**src/rtl/dmem_arbiter_pkg.sv**
```systemverilog
// Shared definitions for the data-memory arbiter: arbiter state encoding and grant owner codes.
`timescale 1ns/1ps
package dmem_arbiter_pkg;

    typedef enum logic [1:0] {
        ST_IDLE = 2'd0,
        ST_CORE = 2'd1,
        ST_DBG  = 2'd2,
        ST_LOCK = 2'd3
    } arb_st_e;

    typedef enum logic [1:0] {
        GNT_NONE = 2'd0,
        GNT_CORE = 2'd1,
        GNT_DBG  = 2'd2
    } gnt_e;

endpackage

```
**src/rtl/dmem_arbiter.sv**
```systemverilog
// Two-master arbiter for the single data_memory port: core load/store path vs debug/loader.
// Grant is combinational; only the ownership history (state + burst count) is registered.
`timescale 1ns/1ps
module dmem_arbiter
    import dmem_arbiter_pkg::*;
#(
    parameter int AW        = 32,
    parameter int DW        = 32,
    parameter int MAX_BURST = 4
) (
    input  logic          CLK,
    input  logic          RST,
    input  logic          C_REQ,
    input  logic          C_WE,
    input  logic [AW-1:0] C_A,
    input  logic [DW-1:0] C_WD,
    output logic [DW-1:0] C_RD,
    output logic          C_ACK,
    output logic          CORE_STALL,
    input  logic          D_REQ,
    input  logic          D_LOCK,
    input  logic          D_WE,
    input  logic [AW-1:0] D_A,
    input  logic [DW-1:0] D_WD,
    output logic [DW-1:0] D_RD,
    output logic          D_ACK,
    output logic          M_WE,
    output logic [AW-1:0] M_A,
    output logic [DW-1:0] M_WD,
    input  logic [DW-1:0] M_RD
);

    localparam int             BW       = $clog2(MAX_BURST + 1);
    localparam logic [BW-1:0]  BCNT_MAX = BW'(MAX_BURST);

    arb_st_e       st_r;
    logic [BW-1:0] bcnt_r;
    logic          under_limit_s;
    gnt_e          gnt_s;

    // A held lock wins unless the burst limit is reached while the core is waiting.
    function automatic gnt_e dmem_arb_grant(input arb_st_e st, input logic c_req,
                                            input logic d_req, input logic under_limit);
        gnt_e g;
        g = GNT_NONE;
        if (st == ST_LOCK && d_req && (under_limit || !c_req)) begin
            g = GNT_DBG;
        end else if (c_req && !d_req) begin
            g = GNT_CORE;
        end else if (d_req && !c_req) begin
            g = GNT_DBG;
        end else if (c_req && d_req) begin
            g = (st == ST_CORE) ? GNT_DBG : GNT_CORE;
        end else begin
            g = GNT_NONE;
        end
        return g;
    endfunction

    // Grant decision and memory-port muxing; reset suppresses every grant.
    always_comb begin
        under_limit_s = (bcnt_r < BCNT_MAX);
        if (RST) begin
            gnt_s = GNT_NONE;
        end else begin
            gnt_s = dmem_arb_grant(st_r, C_REQ, D_REQ, under_limit_s);
        end
        M_WE = 1'b0;
        M_A  = {AW{1'b0}};
        M_WD = {DW{1'b0}};
        case (gnt_s)
            GNT_CORE: begin
                M_WE = C_WE;
                M_A  = C_A;
                M_WD = C_WD;
            end
            GNT_DBG: begin
                M_WE = D_WE;
                M_A  = D_A;
                M_WD = D_WD;
            end
            default: begin
                M_WE = 1'b0;
                M_A  = {AW{1'b0}};
                M_WD = {DW{1'b0}};
            end
        endcase
    end

    assign C_ACK      = (gnt_s == GNT_CORE);
    assign D_ACK      = (gnt_s == GNT_DBG);
    assign CORE_STALL = C_REQ & ~C_ACK;
    assign C_RD       = M_RD;
    assign D_RD       = M_RD;

    // Ownership history: who went last and how long the current debug lock has run.
    always_ff @(posedge CLK or posedge RST) begin
        if (RST) begin
            st_r   <= ST_IDLE;
            bcnt_r <= {BW{1'b0}};
        end else begin
            case (gnt_s)
                GNT_CORE: begin
                    st_r   <= ST_CORE;
                    bcnt_r <= {BW{1'b0}};
                end
                GNT_DBG: begin
                    if (D_LOCK) begin
                        st_r <= ST_LOCK;
                        if (st_r == ST_LOCK) begin
                            bcnt_r <= under_limit_s ? (bcnt_r + BW'(1)) : bcnt_r;
                        end else begin
                            bcnt_r <= BW'(1);
                        end
                    end else begin
                        st_r   <= ST_DBG;
                        bcnt_r <= {BW{1'b0}};
                    end
                end
                default: begin
                    st_r   <= ST_IDLE;
                    bcnt_r <= {BW{1'b0}};
                end
            endcase
        end
    end

endmodule

```
**config.mk**
```make
export PLATFORM = sky130hd
export DESIGN_NAME = dmem_arbiter
export DESIGN_NICKNAME = d
export VERILOG_FILES = /design/src/rtl/dmem_arbiter_pkg.sv /design/src/rtl/dmem_arbiter.sv
export SDC_FILE = /design/constraint.sdc
export NUM_CORES = 1
export LEC_CHECK = 0
export ABC_CLOCK_PERIOD_IN_PS = 7000
export CAP_MARGIN = 20
export CORE_AREA = 5 5 113 115
export CTS_BUF_LIST = sky130_fd_sc_hd__clkbuf_8
export DETAILED_ROUTE_END_ITERATION = 10
export DIE_AREA = 0 0 118 120
export GPL_TIMING_DRIVEN = 0
export PLACE_DENSITY = 0.65
export RECOVER_POWER = 50
export SYNTH_ARGS = -nofsm -noshare
export SYNTH_HDL_FRONTEND = slang
export SYNTH_SLANG_ARGS = --single-unit
```
**constraint.sdc**
```tcl
create_clock -name CLK -period 7 [get_ports CLK]
set_clock_uncertainty 0.15 [all_clocks]
set_input_delay 2.1 -clock CLK [delete_from_list [all_inputs] [get_ports CLK]]
set_output_delay 2.1 -clock CLK [all_outputs]
set_load 0.1 [all_outputs]
```
==> results.json, run 1 <==
{
  "layout-area-overhead-vs-synth_pct": 117,
  "initial_utilization_pct": 19.0,
  "holdCritPathClass": "reg2reg",
  "tightest_slew_ps": 997,
  "synthAdderAreaFrac_pct": 2.82,
  "stdcell_count": 662,
  "firstDrtPassIters": 4,
  "fin_ws_ps": 181,
  "htree_levels": 1,
  "post_cts.resized_instances": 88,
  "layout.filler_cells": 1214,
  "clkSinkCount": 5,
  "worstSetupPathType": "in2out",
  "antenna_left": 0,
  "synthesis.nets": 417,
  "worst-path-max-fanout": 10,
  "die_area_sq_mm": 0.0142,
  "design_power_total_uw": 585,
  "area_fraction_in_compound_gates_after_synthesis_pct": 38.4,
  "worst_skew_pair.late_latency_ps": 220,
  "die_extent_in_y_um": 120,
  "final_hold_viol_count": 0,
  "multiInputGateArea_sq_mm": 0.00137,
  "finalMaxSlewViolations": 0,
  "total_length_of_routed_wires_um": 10000,
  "period_needed_ps": 6820,
  "cts_post_setup_buffers_inserted": 0,
  "remaining_drc_errors": 0,
  "largest_family_of_logic_cells_by_synthesized_area": "compound AO/OA/AOI/OAI gates",
  "layout_commonest_cell": "sky130_fd_sc_hd__clkdlybuf4s50_1",
  "power.density_cell_area_mw_per_mm2": 122,
  "track_usage_pct": 13.0,
  "final_core_utilization_pct": 41.1,
  "ant_diodes": 0,
  "pin_count_of_the_biggest_net_entering_global_routing": 11,
  "drt_iter0_markers": 75,
  "detailed_place_hpwl_um": 8770,
  "period_utilisation_layout_pct": 97.4,
  "worst-endpoint-arrival_ps": 4570,
  "row_count": 40,
  "grt_first_pass_wirelength_um": 15500,
  "yosysUniqueCellTypes": 22,
  "count_of_buffering_cells_on_the_critical_path_with_inverters_included": 4,
  "synth_area_per_cell_sq_um": 9.06,
  "dieWidth_um": 118,
  "final_wtd_congestion": 0.722,
  "final-seq-area_sq_um": 125,
  "post_synth_instance_area_sq_mm": 0.00222,
  "synth_simple_gate_area_share_pct": 19.0,
  "overflow": 0,
  "placement.setup.worst_slack_ps": -290,
  "avgRoutedWirePerCell_um": 15.1,
  "yosysSeqAreaShare_pct": 5.63,
  "port_buffers": 266,
  "via_count_normalized_by_instance_count": 4.10,
  "critical-path-max-stage-delay_ps": 860,
  "synth.area.mux_share_pct": 0.451,
  "mostFrequentLayoutCells": "sky130_fd_sc_hd__clkdlybuf4s50_1, sky130_fd_sc_hd__buf_4, sky130_fd_sc_hd__nor2_2, sky130_fd_sc_hd__dlygate4sd3_1, sky130_fd_sc_hd__clkbuf_2",
  "dp.cells": 658,
  "cts_inserted_buffers": 3,
  "setup_total_negative_slack_ps": 0,
  "post_synth_xor_area_fraction_pct": 0.394,
  "critical_path_required_ps": 4750,
  "io-pin-count": 299,
  "reg2reg_setup_slack_ps": 5060,
  "leakagePower_uw": 0.00193,
  "number_of_antenna_violations_at_the_first_check_in_global_routing": 0,
  "crit_chain": "clkdlybuf4s50_1 -> inv_1 -> o211ai_1 -> ha_1 -> buf_6 -> a22oi_1 -> nor2_2 -> dlygate4sd2_1",
  "cts_root_buffer": "sky130_fd_sc_hd__clkbuf_8",
  "finalSetupViolCount": 0,
  "crit_family": "buffers and inverters",
  "final_layout_size_suffix_gt1_share_pct": 53.2,
  "power.ir.vdd_worst_v": 0.0000761,
  "num-nets-final": 688,
  "dr_total_vias": 2715,
  "cp_slowest_cell": "sky130_fd_sc_hd__dlygate4sd2_1",
  "yosys_warnings": 0,
  "clk_pin_slew_worst_paths_ps": 30,
  "cts_buffer_depth": 2,
  "grt_pass1_vias": 2891,
  "synthesis.instances": 245,
  "relative_slew_slack_pct": 33.3,
  "cts_tree": "done",
  "postCtsHoldBufs": 0,
  "unrepaired_setup_endpoints_after_global_routing": "no",
  "endpoint_kind": "output pin",
  "crit_path_start_kind": "input pin",
  "clock.fmax_ghz": 0.147,
  "ys_ff_latch": 5,
  "design.core.area_sq_mm": 0.0117,
  "run_status": "complete, no violations",
  "max_cap_viol_count": 0
}
==> power breakdown <==
part / switching [uW] / total, uW / leakage, uW / internal, uW
clock network: 14.0 / 51.6 / 0.0000269 / 37.6
registers: 0.655 / 30.4 / 0.0000689 / 29.8
logic: 341 / 503 / 0.00183 / 163
total: 355 / 585 / 0.00193 / 230
==> routing by layer <==
metal	vias to the layer above	track usage [%]	part of all wire [%]
met5	-	0	0
li1	1339	-	-
met2	139	24.9	54
met4	0	1.36	0.48
met1	1233	14.4	37
met3	4	4.01	8.3
==> cells by family (layout without fill, tap and decap cells) <==
family                     count (synthesis)  count (layout)
muxes                                      1               1
adders and majority gates                  5               5
DFF                                        5               5
AOI/OAI and AO/OA                         73              73
and+or+nand+nor                           72              72
xor gates and xnor gates                   1               1
buffers and inverters                     88             358
==> Yosys cell counts <==
cell type,n,area share (%)
sky130_fd_sc_hd__nand4_1,1,0.28
sky130_fd_sc_hd__a22oi_2,60,34
sky130_fd_sc_hd__mux2i_1,1,0.45
sky130_fd_sc_hd__a21oi_1,1,0.23
sky130_fd_sc_hd__a211oi_1,1,0.34
sky130_fd_sc_hd__nand2_1,1,0.17
sky130_fd_sc_hd__a211oi_2,1,0.56
sky130_fd_sc_hd__nor2_2,60,17
sky130_fd_sc_hd__buf_2,3,0.68
sky130_fd_sc_hd__nor2_1,10,1.7
sky130_fd_sc_hd__inv_1,3,0.51
sky130_fd_sc_hd__buf_4,70,24
sky130_fd_sc_hd__a31oi_1,1,0.28
sky130_fd_sc_hd__a21bo_1,1,0.45
sky130_fd_sc_hd__dfrtp_1,5,5.6
sky130_fd_sc_hd__xor2_1,1,0.39
sky130_fd_sc_hd__o211ai_1,2,0.68
sky130_fd_sc_hd__buf_12,6,5.4
sky130_fd_sc_hd__a21boi_1,1,0.34
sky130_fd_sc_hd__buf_6,6,3.0
sky130_fd_sc_hd__a22oi_1,5,1.7
sky130_fd_sc_hd__ha_1,5,2.8
==> area by class of cell <==
| class | instances | share of cell area [%] |
|---|---|---|
| timing repair buffer | 266 | 48.9 |
| sequential | 5 | 2.60 |
| clock inverter | 1 | 0.0780 |
| multi-input combinational | 152 | 28.4 |
| inverter | 3 | 0.234 |
| buffer | 85 | 15.1 |
| tap | 147 | 3.82 |
| clock buffer | 3 | 0.858 |
==> registers in the layout (all words and copies together), names as in the netlist <==
register and flops:
bcnt_r 3, st_r 2
==> final timing paths <==
kind                       depth (start not counted)    start   endpoint
max in group asynchronous                          2      RST  bcnt_r[1]
min                                                1  st_r[0]  bcnt_r[0]
min in group asynchronous                          2      RST  bcnt_r[2]
max                                                8      RST    M_A[19]
max reg2reg                                        6  st_r[0]    st_r[0]
min reg2reg                                        1  st_r[0]  bcnt_r[0]
==> metrics by stage <==
step / cell area [sq um] / hold slack (ps)
after floorplan: 2230 / 305
after global placement: 5080 / 323
after detailed placement: 5080 / 336
after CTS: 5070 / 343
after global routing: 4810 / 393
final: 4810 / 341
Power figures use the tool's default switching activity.
==> run 2, diff against run 1 <==
Settings changed: SETUP_SLACK_MARGIN set to 0.05.
==> run 2 against run 1 <==
Effect of this change: flip-flop and latch count stayed put; non-clock buffer count is the same; critical path depth unchanged; global-route usage rose by 0.069 points; largest power group unchanged.
==> results.json, run 2 (synthesis results as in run 1) <==
{
  "htree_levels": 1,
  "finalSetupViolCount": 0,
  "final-seq-area_sq_um": 125,
  "reg_top3": "bcnt_r (3), st_r (2)",
  "dr_total_vias": 2709,
  "pin_count_of_the_biggest_net_entering_global_routing": 11,
  "clock.fmax_ghz": 0.147,
  "worst-endpoint-arrival_ps": 4550,
  "unrepaired_setup_endpoints_after_global_routing": "no",
  "regMostFlops": "bcnt_r",
  "reg2reg_depth": 6,
  "power.density_cell_area_mw_per_mm2": 117,
  "detailed_place_hpwl_um": 8770,
  "reg2reg_setup_slack_ps": 5060,
  "grt_pass1_vias": 2894,
  "largest_register_ffs": 3,
  "critical_path_required_ps": 4750,
  "firstDrtPassIters": 4,
  "multiInputGateArea_sq_mm": 0.00137,
  "period_utilisation_layout_pct": 97.2,
  "clkSinkCount": 5,
  "grt.met1_usage_pct": 14.4,
  "grt_use_met2_pct": 25.1,
  "antenna_left": 0,
  "critical_path.endpoint": "M_A[23]",
  "track_usage_pct": 13.0,
  "drt_iter0_markers": 72,
  "relative_slew_slack_pct": 33.3,
  "initial_utilization_pct": 19.0,
  "cts_buffer_depth": 2,
  "setup_total_negative_slack_ps": 0,
  "row_count": 40,
  "die_area_sq_mm": 0.0142,
  "ant_diodes": 0,
  "port_buffers": 266,
  "number_of_antenna_violations_at_the_first_check_in_global_routing": 0,
  "cts_tree": "done",
  "finalMaxSlewViolations": 0,
  "design_power_total_uw": 591,
  "cp-startpoint": "RST",
  "remaining_drc_errors": 0,
  "design.core.area_sq_mm": 0.0117,
  "avgRoutedWirePerCell_um": 15.2,
  "clk_pin_slew_worst_paths_ps": 30,
  "via_count_normalized_by_instance_count": 4.09,
  "grt_first_pass_wirelength_um": 15500,
  "io-pin-count": 299,
  "cts_inserted_buffers": 3,
  "tightest_slew_ps": 997,
  "cts_post_setup_buffers_inserted": 0,
  "dieWidth_um": 118,
  "critical_path.reg2reg.endpoint": "st_r[0]",
  "final_layout_size_suffix_gt1_share_pct": 53.4,
  "grt_busiest_layer": "met2",
  "layout.filler_cells": 1194,
  "layout-area-overhead-vs-synth_pct": 128,
  "layout_commonest_cell": "sky130_fd_sc_hd__clkdlybuf4s50_1",
  "crit_path_start_kind": "input pin",
  "mostFrequentLayoutCells": "sky130_fd_sc_hd__clkdlybuf4s50_1, sky130_fd_sc_hd__buf_4, sky130_fd_sc_hd__nor2_2, sky130_fd_sc_hd__dlygate4sd3_1, sky130_fd_sc_hd__a22oi_2",
  "worst_skew_pair.late_latency_ps": 220,
  "overflow": 0,
  "holdCritPathClass": "reg2reg",
  "worstSetupPathType": "in2out",
  "worst-path-max-fanout": 10,
  "final_wtd_congestion": 0.722,
  "grt_use_met3_pct": 4.10,
  "r2r-start": "st_r[0]",
  "cts_root_buffer": "sky130_fd_sc_hd__clkbuf_8",
  "num-nets-final": 688,
  "run_status": "complete, no violations",
  "leakagePower_uw": 0.00189,
  "die_extent_in_y_um": 120,
  "period_needed_ps": 6800,
  "final_hold_viol_count": 0,
  "power.ir.vdd_worst_v": 0.0000758,
  "total_length_of_routed_wires_um": 10000,
  "postCtsHoldBufs": 0,
  "endpoint_kind": "output pin",
  "max_cap_viol_count": 0
}
==> run 2: changes by cell type in the layout (fill, tap and decap cells not counted) <==
| cell | delta |
|---|---|
| sky130_fd_sc_hd__clkbuf_2 | -38 |
| sky130_fd_sc_hd__clkdlybuf4s15_1 | +1 |
| sky130_fd_sc_hd__clkdlybuf4s15_2 | +39 |
| sky130_fd_sc_hd__dlygate4sd2_1 | -2 |
==> run 2: report_power, final <==
part,switching [uW],leakage (uW),internal (uW)
registers,0.655,0.0000689,29.8
logic,341,0.00179,168
clock network,14.0,0.0000269,37.6
total,355,0.00189,235
==> run 2: worst min path at each step <==
stage | startpoint | end | slack [ps] | depth (start not counted)
floorplan | st_r[0] | bcnt_r[0] | 310 | 1
global placement | st_r[0] | bcnt_r[0] | 320 | 1
detailed placement | st_r[0] | bcnt_r[0] | 340 | 1
CTS | st_r[0] | bcnt_r[0] | 340 | 1
global route | st_r[0] | bcnt_r[0] | 390 | 1
finish | st_r[0] | bcnt_r[0] | 340 | 1
==> run 2: final cells by class <==
cell class                 instances  area share, %
multi-input combinational        152           27.0
timing repair buffer             266           51.3
clock inverter                     1         0.0743
clock buffer                       3          0.817
sequential                         5           2.48
inverter                           3          0.223
buffer                            85           14.4
tap                              147           3.64
==> run 2: through the flow <==
step / instances / setup WS, ps / hold slack [ps] / util [%] / cell area [sq um]
global route: 662 / 55.3 / 393 / 43.2 / 5050
detailed placement: 658 / -290 / 336 / 43.4 / 5080
finish: 662 / 198 / 341 / 43.2 / 5050
CTS: 662 / 52.1 / 343 / 43.9 / 5150
floorplan: 245 / 229 / 305 / - / 2230
global placement: 658 / -290 / 323 / 43.4 / 5080
==> run 2: worst max-delay path, stage by stage <==
cell,delay [ps]
sky130_fd_sc_hd__clkdlybuf4s50_1,530
sky130_fd_sc_hd__inv_1,170
sky130_fd_sc_hd__o211ai_1,170
sky130_fd_sc_hd__ha_1,260
sky130_fd_sc_hd__buf_6,240
sky130_fd_sc_hd__a22oi_1,130
sky130_fd_sc_hd__nor2_2,80
sky130_fd_sc_hd__dlygate4sd2_1,870
==> run 2: timing repair <==
item / CTS / global route
gates resized for setup: 149 / 41
endpoints found under the setup margin: 65 / 24
gates cloned: 0 / 0
==> run 2: routing by layer <==
metal  vias to the layer above  part of all wire [%]  routed length (um)
met3                         4                   8.6                 867
met2                       141                    54                5450
met1                      1227                    37                3690
li1                       1337                     -                   -
met4                         0                  0.40                  40
met5                         -                     0                   0
